[src/rtl/fsm_serial_rx.sv]
// fsm_serial_rx: serial frame receiver driven by an external bit strobe.
//
// Frame on the line: start bit (1), DATA_W payload bits MSB first,
// optional even-parity bit, stop bit (0). The line idles at 0.
// The line is sampled only on clock edges where enable=1; cycles with
// enable=0 freeze the receiver completely.
//
// state  | meaning
// -------+------------------------------------------------------------
// IDLE   | waiting for a start bit (sampled 1) on the line
// DATA   | collecting payload bits into the shift register, MSB first
// PARITY | capturing the received even-parity bit
// STOP   | checking the stop bit and reporting the frame result
//
// Result pulses (rx_valid / parity_err / frame_err) are registered, so
// they appear in the cycle after the edge that sampled the stop bit.
// A framing error takes priority over a parity error, so at most one
// pulse is ever raised per frame.

module fsm_serial_rx #(
    parameter int DATA_W    = 8,
    parameter int PARITY_EN = 1
) (
    input  logic              clk,
    input  logic              reset,
    input  logic              enable,
    input  logic              data,
    output logic [DATA_W-1:0] rx_data,
    output logic              rx_valid,
    output logic              parity_err,
    output logic              frame_err,
    output logic              busy
);

    typedef enum logic [1:0] {
        IDLE   = 2'd0,
        DATA   = 2'd1,
        PARITY = 2'd2,
        STOP   = 2'd3
    } state_t;

    // Counter is wide enough to hold DATA_W itself, so it never wraps
    // inside a frame.
    localparam int              CNT_W    = $clog2(DATA_W + 1);
    localparam logic [CNT_W-1:0] CNT_LAST = CNT_W'(DATA_W - 1);
    localparam logic [CNT_W-1:0] CNT_ONE  = CNT_W'(1);

    state_t            state;
    state_t            state_nxt;
    logic [CNT_W-1:0]  bit_cnt;
    logic [CNT_W-1:0]  bit_cnt_nxt;
    logic [DATA_W-1:0] shift_reg;
    logic [DATA_W-1:0] shift_nxt;
    logic              par_bit;
    logic              par_bit_nxt;
    logic [DATA_W-1:0] rx_data_nxt;
    logic              rx_valid_nxt;
    logic              parity_err_nxt;
    logic              frame_err_nxt;
    logic              parity_ok;

    // State register plus datapath and registered result outputs.
    always_ff @(posedge clk or posedge reset) begin
        if (reset) begin
            state      <= IDLE;
            bit_cnt    <= '0;
            shift_reg  <= '0;
            par_bit    <= 1'b0;
            rx_data    <= '0;
            rx_valid   <= 1'b0;
            parity_err <= 1'b0;
            frame_err  <= 1'b0;
        end else begin
            state      <= state_nxt;
            bit_cnt    <= bit_cnt_nxt;
            shift_reg  <= shift_nxt;
            par_bit    <= par_bit_nxt;
            rx_data    <= rx_data_nxt;
            rx_valid   <= rx_valid_nxt;
            parity_err <= parity_err_nxt;
            frame_err  <= frame_err_nxt;
        end
    end

    // Next-state logic: advance only on enabled samples.
    always_comb begin
        state_nxt = state;
        if (enable) begin
            case (state)
                IDLE: begin
                    if (data) begin
                        state_nxt = DATA;
                    end
                end
                DATA: begin
                    if (bit_cnt == CNT_LAST) begin
                        state_nxt = (PARITY_EN != 0) ? PARITY : STOP;
                    end
                end
                PARITY: begin
                    state_nxt = STOP;
                end
                STOP: begin
                    state_nxt = IDLE;
                end
                default: begin
                    state_nxt = IDLE;
                end
            endcase
        end
    end

    // Datapath next values: bit counter, payload shift register, parity bit.
    always_comb begin
        bit_cnt_nxt = bit_cnt;
        shift_nxt   = shift_reg;
        par_bit_nxt = par_bit;
        if (enable) begin
            case (state)
                IDLE: begin
                    if (data) begin
                        bit_cnt_nxt = '0;
                    end
                end
                DATA: begin
                    shift_nxt   = {shift_reg[DATA_W-2:0], data};
                    bit_cnt_nxt = bit_cnt + CNT_ONE;
                end
                PARITY: begin
                    par_bit_nxt = data;
                end
                default: begin
                    bit_cnt_nxt = bit_cnt;
                end
            endcase
        end
    end

    // Even parity over payload plus received parity bit must be zero.
    always_comb begin
        if (PARITY_EN != 0) begin
            parity_ok = ~(^shift_reg ^ par_bit);
        end else begin
            parity_ok = 1'b1;
        end
    end

    // Output logic: frame verdict on the stop sample, busy from state.
    always_comb begin
        rx_data_nxt    = rx_data;
        rx_valid_nxt   = 1'b0;
        parity_err_nxt = 1'b0;
        frame_err_nxt  = 1'b0;
        busy           = (state != IDLE);
        if (enable && (state == STOP)) begin
            if (data) begin
                frame_err_nxt = 1'b1;
            end else if (!parity_ok) begin
                parity_err_nxt = 1'b1;
            end else begin
                rx_valid_nxt = 1'b1;
                rx_data_nxt  = shift_reg;
            end
        end
    end

endmodule
[config.mk]
export PLATFORM = sky130hd
export DESIGN_NAME = fsm_serial_rx
export DESIGN_NICKNAME = d
export VERILOG_FILES = /design/src/rtl/fsm_serial_rx.sv
export SDC_FILE = /design/constraint.sdc
export NUM_CORES = 1
export LEC_CHECK = 0
export ABC_CLOCK_PERIOD_IN_PS = 2300
export CAP_MARGIN = 0
export CORE_ASPECT_RATIO = 0.9
export CORE_MARGIN = 5
export CORE_UTILIZATION = 50
export DETAILED_ROUTE_END_ITERATION = 8
export HOLD_SLACK_MARGIN = 0.06
export PLACE_DENSITY = 0.73
export SLEW_MARGIN = 20
export SYNTH_ARGS = -nofsm -noshare
export SYNTH_HDL_FRONTEND = slang
export SYNTH_SLANG_ARGS = --single-unit
[constraint.sdc]
create_clock -name clk -period 2.3 [get_ports clk]
set_clock_uncertainty 0.05 [all_clocks]
set_input_delay 0.46 -clock clk [delete_from_list [all_inputs] [get_ports clk]]
set_output_delay 0.46 -clock clk [all_outputs]
set_load 0.05 [all_outputs]
==> flow_summary.ini, run 1 <==
[outcome]
outcome = complete, no violations

[floorplanning]
initial_core_util_pct = 51.00
fp.dieH_um = 56.77
core-area_mm2 = 0.002382
die_x_um = 61.96
rows = 17
num_io_pins = 16
design.die.area_mm2 = 0.003517

[sta]
tightest_slew_ns = 0.4997
hold_viol = 0
slew_headroom_pct = 66.58
fin_crit_ns = 2.014
fin_crit_sh_pct = 87.55
finalSetupViolations = 0
timing.fmax_mhz = 496.6
rsz0062_at_grt = no
final.setup.tns_ns = 0
drv_slew = 0

[worst_setup_path]
r2r-end = rx_data[6]
worst_path_largest_cell_delay_ns = 0.45
crit_path_start_kind = flop
cp-startpoint = shift_reg[1]
cp_top_family = multiplexers
crit_chain = xor2_1 -> xnor3_2 -> mux2i_4 -> mux2_2
path_class = flop to flop
ff2ff_path_depth = 4
path_buf_inv = 0
cp_slowest_cell = dfrtp_1
r2r-start = shift_reg[1]
reg2reg_setup_slack_ns = 0.29
arrival_ns = 2.18
cp_data_required_time_ns = 2.47
path_max_fanout = 9
cp-end-kind = flop

[global_route]
grt_max_degree = 27
grt_use_met2_pct = 19.67
grt_pass1_wl_um = 3498
antenna_found_initial = 0
grt_busiest_layer = met2
gr-total-overflow = 0
track_usage_pct = 13.21
grtUsageMet3_pct = 4.828
grt_use_met1_pct = 18.30
grt_pass1_vias = 739

[clocking]
h-tree-depth = 1
clk_pin_slew_ns = 0.13
clock-sinks = 26
cts.repair.resized = 0
cts_hold_buf = 0
clockBufferDepth = 2
clock-root-buffer = clkbuf_4
clock_latency_ns = 0.32
numCtsBuffers = 3
cts_tree = done
post_cts_buffers = 0

[flow_run]
max_cap_violations = 0

[place]
placed_area_mm2 = 0.001409
gp_congestion = 0.7181
port_buffers = 15
dp_hpwl_um = 1488

[cells_and_area]
multiInputGateArea_um2 = 534.3
n_antenna_cell = 0
layout.area.seq_um2 = 650.6
fin_area_mm2 = 0.001445
drive_gt1_share_pct = 24.32
finalNetCount = 122
fillerInstances = 200
area_growth_pct = 18.95

[route]
drc = 0
viasPerCell = 5.223
drt_pass1_iterations = 3
wl_per_cell_um = 14.13
drt_iter0_markers = 19
ant_nets = 0
routed_wl_um = 1964
via_count = 726

[synthesis]
synth.ff_latch_count = 26
synth_area_mm2 = 0.001215
ys_async_sr_fraction_pct = 100.0
synthFlopType = dfrtp_1
avgSynthCellArea_um2 = 13.35
synth.distinct_cells = 22
syn_nets = 101
syn_inst = 91
synth-edff-count = 0
ys_seq_area_share_pct = 53.55
yosys_warnings = 0

[min_path]
worst_hold_path_type = input port to asynchronous set/reset pin
cells in the mapped netlist (2+ instances only):
library cell	number	area share (%)
nor2_1	2	0.62
dfrtp_1	26	54
xor2_1	2	1.4
xnor2_1	2	1.4
nand3_1	2	0.82
ha_1	6	6.2
and3_1	3	1.5
nand2_1	5	1.5
nor2b_1	2	1.0
o21ai_0	4	1.6
mux2i_1	2	1.6
mux2_2	18	17
a22o_1	2	1.4
inv_1	7	2.2
placed cells by master, fill, tap and decap left out:
| cell type | netlist | routed |
|---|---|---|
| dfrtp_1 | 26 | 26 |
| mux2_2 | 18 | 18 |
| clkdlybuf4s50_1 | 0 | 14 |
| inv_1 | 7 | 7 |
| ha_1 | 6 | 6 |
| nand2_1 | 5 | 5 |
| o21ai_0 | 4 | 4 |
| and3_1 | 3 | 3 |
| clkbuf_4 | 0 | 3 |
| buf_4 | 0 | 3 |
| nor2_1 | 2 | 2 |
| nor2b_1 | 2 | 2 |
| xor2_1 | 2 | 2 |
| xnor2_1 | 2 | 2 |
| mux2i_1 | 2 | 2 |
| nand3_1 | 2 | 2 |
| a22o_1 | 2 | 2 |
| nand3b_1 | 1 | 1 |
| xnor3_1 | 1 | 1 |
| xnor3_2 | 1 | 1 |
| mux2i_4 | 1 | 1 |
| nand2b_1 | 1 | 1 |
| o211ai_1 | 1 | 1 |
| nand4_1 | 1 | 1 |
| clkbuf_8 | 0 | 1 |
per-layer routing:
metal  up-vias  share of wire (%)
met3         2                4.5
met4         0               0.66
met2        11                 48
li1        349                  -
met1       364                 46
met5         -                  0
layout make-up:
class,count,share of cell area [%]
clock buffers,4,2.511
inverters,7,1.818
multi-input cells,57,36.97
flip-flops and latches,26,45.02
well taps,28,2.424
repair buffers,17,11.26
cell families after synthesis:
kind of cell             synth area share [%]
AO/OA/AOI/OAI                           3.708
XOR/XNOR                                6.694
adder cells (fa/ha/maj)                 6.179
buffers and inverters                   2.472
flip-flops                              53.55
multiplexers                            20.18
AND/OR/NAND/NOR                         7.210
worst min-delay path: cells and delay by family:
| kind | cells | cell delay [ns] |
|---|---|---|
| buf+inv | 3 | 0.76 |
worst max path at each step:
stage / endpoint / depth (start not counted)
final: rx_data[6] / 4
after global placement: rx_data[2] / 5
after global routing: rx_data[6] / 4
after floorplan: rx_data[0] / 4
after CTS: rx_data[6] / 4
after detailed placement: rx_data[6] / 5
through the flow:
| step | setup slack (ns) | util, % | instances | hold slack (ns) |
|---|---|---|---|---|
| after floorplan | 0.4425 | - | 91 | 0.4184 |
| after CTS | 0.2571 | 60.66 | 139 | 0.4237 |
| after global placement | 0.2208 | 59.14 | 135 | 0.4369 |
| after global routing | 0.1802 | 60.66 | 139 | 0.4487 |
| after detailed placement | 0.1510 | 59.14 | 135 | 0.4442 |
| final | 0.2863 | 60.66 | 139 | 0.4277 |
Power of run 1 is left out: the tool's default activity adds up to more than one toggle a clock period on the data nets, which glitch-free logic cannot reach.
==> inputs of run 2 (changes only) <==
--- a/config.mk
+++ b/config.mk
@@ -5,7 +5,7 @@
 export SDC_FILE = /design/constraint.sdc
 export NUM_CORES = 1
 export LEC_CHECK = 0
-export ABC_CLOCK_PERIOD_IN_PS = 2300
+export ABC_CLOCK_PERIOD_IN_PS = 2000
 export CAP_MARGIN = 0
 export CORE_ASPECT_RATIO = 0.9
 export CORE_MARGIN = 5
==> constraint.sdc (replaced) <==
create_clock -name clk -period 2 [get_ports clk]
set_clock_uncertainty 0.05 [all_clocks]
set_input_delay 0.4 -clock clk [delete_from_list [all_inputs] [get_ports clk]]
set_output_delay 0.4 -clock clk [all_outputs]
set_load 0.05 [all_outputs]
==> run 2 against run 1 <==
  * Via count fell by 0.55%
  * Highest routed layer unchanged
  * Largest cell class unchanged
  * Flip-flop and latch count unchanged
  * Routed wire length rose by 1.9%
  * Critical path depth fell by 3
  * First-iteration DRC count fell by 58%
  * Cell count increased by 2.9%
  * Clock-buffer cell count is 1 lower
  * Global-route usage grew 0.65 points
  * Core utilization increased by 3.9 points
  * Critical path type is now flop to output pin
==> flow_summary.ini, run 2 (synthesis gave the netlist of run 1 again) <==
[global_route]
track_usage_pct = 13.86
grt_max_degree = 27
grt_pass1_vias = 777
antenna_found_initial = 0
gr-total-overflow = 0
grt_pass1_wl_um = 3546

[cells_and_area]
n_antenna_cell = 0
finalNetCount = 126
layout_commonest_cell = dfrtp_1
final_cell_mix = 26 x dfrtp_1, 18 x mux2_2, 8 x clkdlybuf4s50_1, 7 x inv_1
drive_gt1_share_pct = 27.83
area_growth_pct = 26.67

[power]
clkPwrFrac_pct = 12.5
leakage_uw = 0.0008103
comb_power_share_pct = 55.6
p_switching_uw = 1144
power.density_mw_per_mm2 = 1906
swShare_pct = 39.01
totalPowerFinal_uw = 2933
seq_power_share_pct = 31.9
ir_drop_uv = 1123
internal_power_uw = 1789

[route]
drt_pass1_iterations = 4
ant_nets = 0
viasPerCell = 5.049
routed_wl_um = 2001
via_count = 722
drt_iter0_markers = 8
wl_per_cell_um = 13.99
drc = 0

[clocking]
clk_pin_slew_ns = 0.14
clock-root-buffer = clkbuf_4
numCtsBuffers = 3
clock-sinks = 26
h-tree-depth = 1
cts_tree = done
clock_latency_ns = 0.33
clockBufferDepth = 2

[sta]
drv_slew = 0
rsz0062_at_grt = no
finalSetupViolations = 0
hold_viol = 0
hold-worst-slack_ns = 0.3438
setup_ws_ns = 0.04937
slew_headroom_pct = 66.30
timing.fmax_mhz = 512.7
fin_crit_ns = 1.951
fin_crit_sh_pct = 97.53
tightest_slew_ns = 0.5047

[place]
dp_hpwl_um = 1495
place_worst_setup_slack_ns = -0.01256
gp_congestion = 0.7774
port_buffers = 15

[worst_setup_path]
path_buf_inv = 1
worst_path_largest_cell_delay_ns = 0.80
crit_path_start_kind = flop
cp.depth = 1
cp-end-kind = output pin
cp-startpoint = rx_data[0]
cp_data_required_time_ns = 1.55
ff2ff_path_depth = 5
path_max_fanout = 2
cp_top_family = buffers and inverters
reg2reg_setup_slack_ns = 0.06
r2r-start = shift_reg[2]
endpoint = rx_data[0]
arrival_ns = 1.50
r2r-end = rx_data[6]
path_class = flop to output pin
crit_chain = clkdlybuf4s50_1
cp_slowest_cell = clkdlybuf4s50_1

[floorplanning]
die_x_um = 61.96
rows = 17
design.die.area_mm2 = 0.003517
initial_core_util_pct = 51.00
num_io_pins = 16
core-area_mm2 = 0.002382
fp.dieH_um = 56.77

[outcome]
outcome = complete, no violations

[flow_run]
max_cap_violations = 0

[min_path]
worst_hold_path_type = input port to asynchronous set/reset pin
run 2: cell count changes in the layout (fill, tap and decap cells not counted), sizes merged:
cell and delta:
buf +4, bufinv +1, clkbuf -1, clkdlybuf4s50 -6, dlymetal6s2s +6
run 2: worst min path at each step:
stage,start,end,slack (ns),cells past startpoint
final,reset,shift_reg[3],0.34,3
after global placement,rx_data[4],rx_data[4],0.44,1
after detailed placement,rx_data[3],rx_data[3],0.44,1
after global routing,reset,shift_reg[1],0.38,3
after CTS,reset,shift_reg[0],0.36,3
after floorplan,reset,bit_cnt[0],0.39,1
run 2: stage by stage:
| stage | TNS [ns] | util (%) | area, um^2 | instances |
|---|---|---|---|---|
| after global placement | 0 | 60.29 | 1436 | 137 |
| after CTS | 0 | 63.34 | 1509 | 142 |
| after global routing | 0 | 64.60 | 1539 | 143 |
| after detailed placement | -0.02356 | 60.29 | 1436 | 137 |
| final | 0 | 64.60 | 1539 | 143 |
| after floorplan | 0 | - | 1215 | 91 |
run 2: cell type report:
type                       count  area, um^2
inverter                       7       26.28
multi-input combinational     57       541.8
fill                         169       843.3
tap                           28       35.03
timing repair buffer          21       232.7
clock buffer                   3       22.52
sequential                    26       650.6
clock inverter                 1       30.03
run 2: layer usage:
layer,global-route usage [%],up-vias,wire (um),part of all wire (%)
li1,-,361,-,-
met1,17.89,345,941,47
met2,21.30,11,942,47
met3,3.448,5,71,3.5
met4,6.364,0,46,2.3
met5,0,-,0,0
run 2: what timing repair did:
item,CTS,global route
setup buffers,1,1
resized for setup,0,7
pin swaps,0,1
setup endpoints to repair,6,14
hold buffers,0,0
run 2: power groups by stage:
| stage | Clock [uW] | Sequential (uW) | Combinational [uW] |
|---|---|---|---|
| final | 367 | 936 | 1630 |
| after global placement | 0 | 935 | 1560 |
| after floorplan | 0 | 1210 | 917 |
| after detailed placement | 0 | 951 | 1590 |
| after global routing | 393 | 969 | 1760 |
| after CTS | 369 | 938 | 1630 |
(Power assumes the default switching activity.)
==> inputs of run 3 (changes only) <==
--- a/config.mk
+++ b/config.mk
@@ -11,7 +11,9 @@
 export CORE_MARGIN = 5
 export CORE_UTILIZATION = 50
 export DETAILED_ROUTE_END_ITERATION = 8
+export GPL_TIMING_DRIVEN = 0
 export HOLD_SLACK_MARGIN = 0.06
+export MAX_ROUTING_LAYER = met4
 export PLACE_DENSITY = 0.73
 export SLEW_MARGIN = 20
 export SYNTH_ARGS = -nofsm -noshare
==> run 3 against run 2 <==
  * Flip-flop and latch count stayed put
  * First-iteration DRC count fell by 25%
  * Clock-buffer cell count rose by 1
  * Critical path type unchanged
  * Largest cell class unchanged
  * Global-route usage down 0.74 points
  * Cell count shrank 1.4%
  * Via count grew 1.4%
  * Worst hold slack better by 0.064 ns
  * Critical path depth unchanged
  * Core utilization shrank 3.1 points
  * Non-clock buffer count down 2
==> flow_summary.ini, run 3 (synthesis gave the netlist of run 1 again) <==
[cells_and_area]
fillerInstances = 197
multiInputGateArea_um2 = 534.3
finalNetCount = 124
drive_gt1_share_pct = 25.66
area_growth_pct = 20.60
layout.area.seq_um2 = 650.6
final_cell_mix = 26 x dfrtp_1, 18 x mux2_2, 9 x clkdlybuf4s50_1, 6 x inv_1, 6 x ha_1
n_antenna_cell = 0
layout_commonest_cell = dfrtp_1

[power]
leakage_uw = 0.0007450
power.density_mw_per_mm2 = 1870
ir_drop_uv = 1051
totalPowerFinal_uw = 2740

[global_route]
grt_pass1_wl_um = 3346
grt_pass1_vias = 738
track_usage_pct = 13.12
antenna_found_initial = 0
grt_max_degree = 27
gr-total-overflow = 0

[worst_setup_path]
path_buf_inv = 1
cp_data_required_time_ns = 1.55
crit_chain = clkdlybuf4s50_1
path_class = flop to output pin
path_max_fanout = 2
cp-end-kind = output pin
cp_top_family = buffers and inverters
crit_path_start_kind = flop
cp_slowest_cell = clkdlybuf4s50_1
worst_path_largest_cell_delay_ns = 0.80
arrival_ns = 1.49

[clocking]
clk_pin_slew_ns = 0.13
cts_tree = done
h-tree-depth = 1
clockBufferDepth = 2
clock-sinks = 26
numCtsBuffers = 3
clock-root-buffer = clkbuf_4
cts_hold_buf = 0
clock_latency_ns = 0.32

[place]
dp_hpwl_um = 1353
port_buffers = 14
gp_congestion = 0.6833

[route]
drt_pass1_iterations = 2
wl_per_cell_um = 13.15
viasPerCell = 5.191
ant_nets = 0
drc = 0
via_count = 732
drt_iter0_markers = 6
routed_wl_um = 1854

[flow_run]
max_cap_violations = 0

[sta]
slew_headroom_pct = 39.67
tightest_slew_ns = 0.8994
timing.fmax_mhz = 515.2
hold_viol = 0
hold-worst-slack_ns = 0.4074
drv_slew = 0
rsz0062_at_grt = yes
fin_crit_ns = 1.941
finalSetupViolations = 0
fin_crit_sh_pct = 97.04

[floorplanning]
core-area_mm2 = 0.002382
initial_core_util_pct = 51.00
die_x_um = 61.96
num_io_pins = 16
fp.dieH_um = 56.77
design.die.area_mm2 = 0.003517
rows = 17

[min_path]
worst_hold_path_type = input port to asynchronous set/reset pin

[outcome]
outcome = complete, no violations
[run 3: cell type report]
cell class                 instances  share of cell area (%)
buffer                             1                  0.2562
timing repair buffer              18                   12.21
multi-input combinational         57                   36.46
inverter                           7                   1.793
tap                               28                   2.391
sequential                        26                   44.41
clock buffer                       4                   2.477
[run 3: path summary, 6_finish.rpt]
check	from	slack [ns]	cells after the start	end
max in group asynchronous	reset	1.08	2	state[1]
min in group clk	enable	0.42	2	frame_err
worst min register to register	rx_data[5]	0.47	1	rx_data[5]
worst max register to register	shift_reg[4]	0.09	5	rx_data[1]
worst min-delay path	reset	0.41	2	shift_reg[1]
worst max-delay path	rx_data[1]	0.06	1	rx_data[1]
[run 3: routing by layer]
| metal | global-route usage, % | routed length [um] |
|---|---|---|
| met1 | 16.62 | 844 |
| met2 | 19.53 | 886 |
| met3 | 4.828 | 99 |
| met4 | 3.636 | 25 |
| met5 | - | 0 |
[run 3: what timing repair did]
item                                    in CTS  in global routing
gates resized for setup                      3                  7
buffers inserted                             2                  2
pin swaps                                    0                  1
endpoints found under the setup margin       9                 13
[run 3: metrics by stage]
step | setup slack (ns) | utilization (%) | cell area (um^2) | setup TNS [ns] | std cells
2_1_floorplan | 0.1425 | - | 1215 | 0 | 91
3_3_place_gp | -0.09705 | 58.35 | 1390 | -0.7508 | 133
3_5_place_dp | -0.1282 | 58.35 | 1390 | -0.9812 | 133
4_1_cts | 0.03516 | 60.56 | 1443 | 0 | 139
5_1_grt | -0.009724 | 61.50 | 1465 | -0.02473 | 141
6_report | 0.05910 | 61.50 | 1465 | 0 | 141
[run 3: power by group]
part | internal (uW) | switching, uW
Combinational | 773 | 773
Sequential | 756 | 171
Clock | 112 | 155
Total | 1640 | 1100
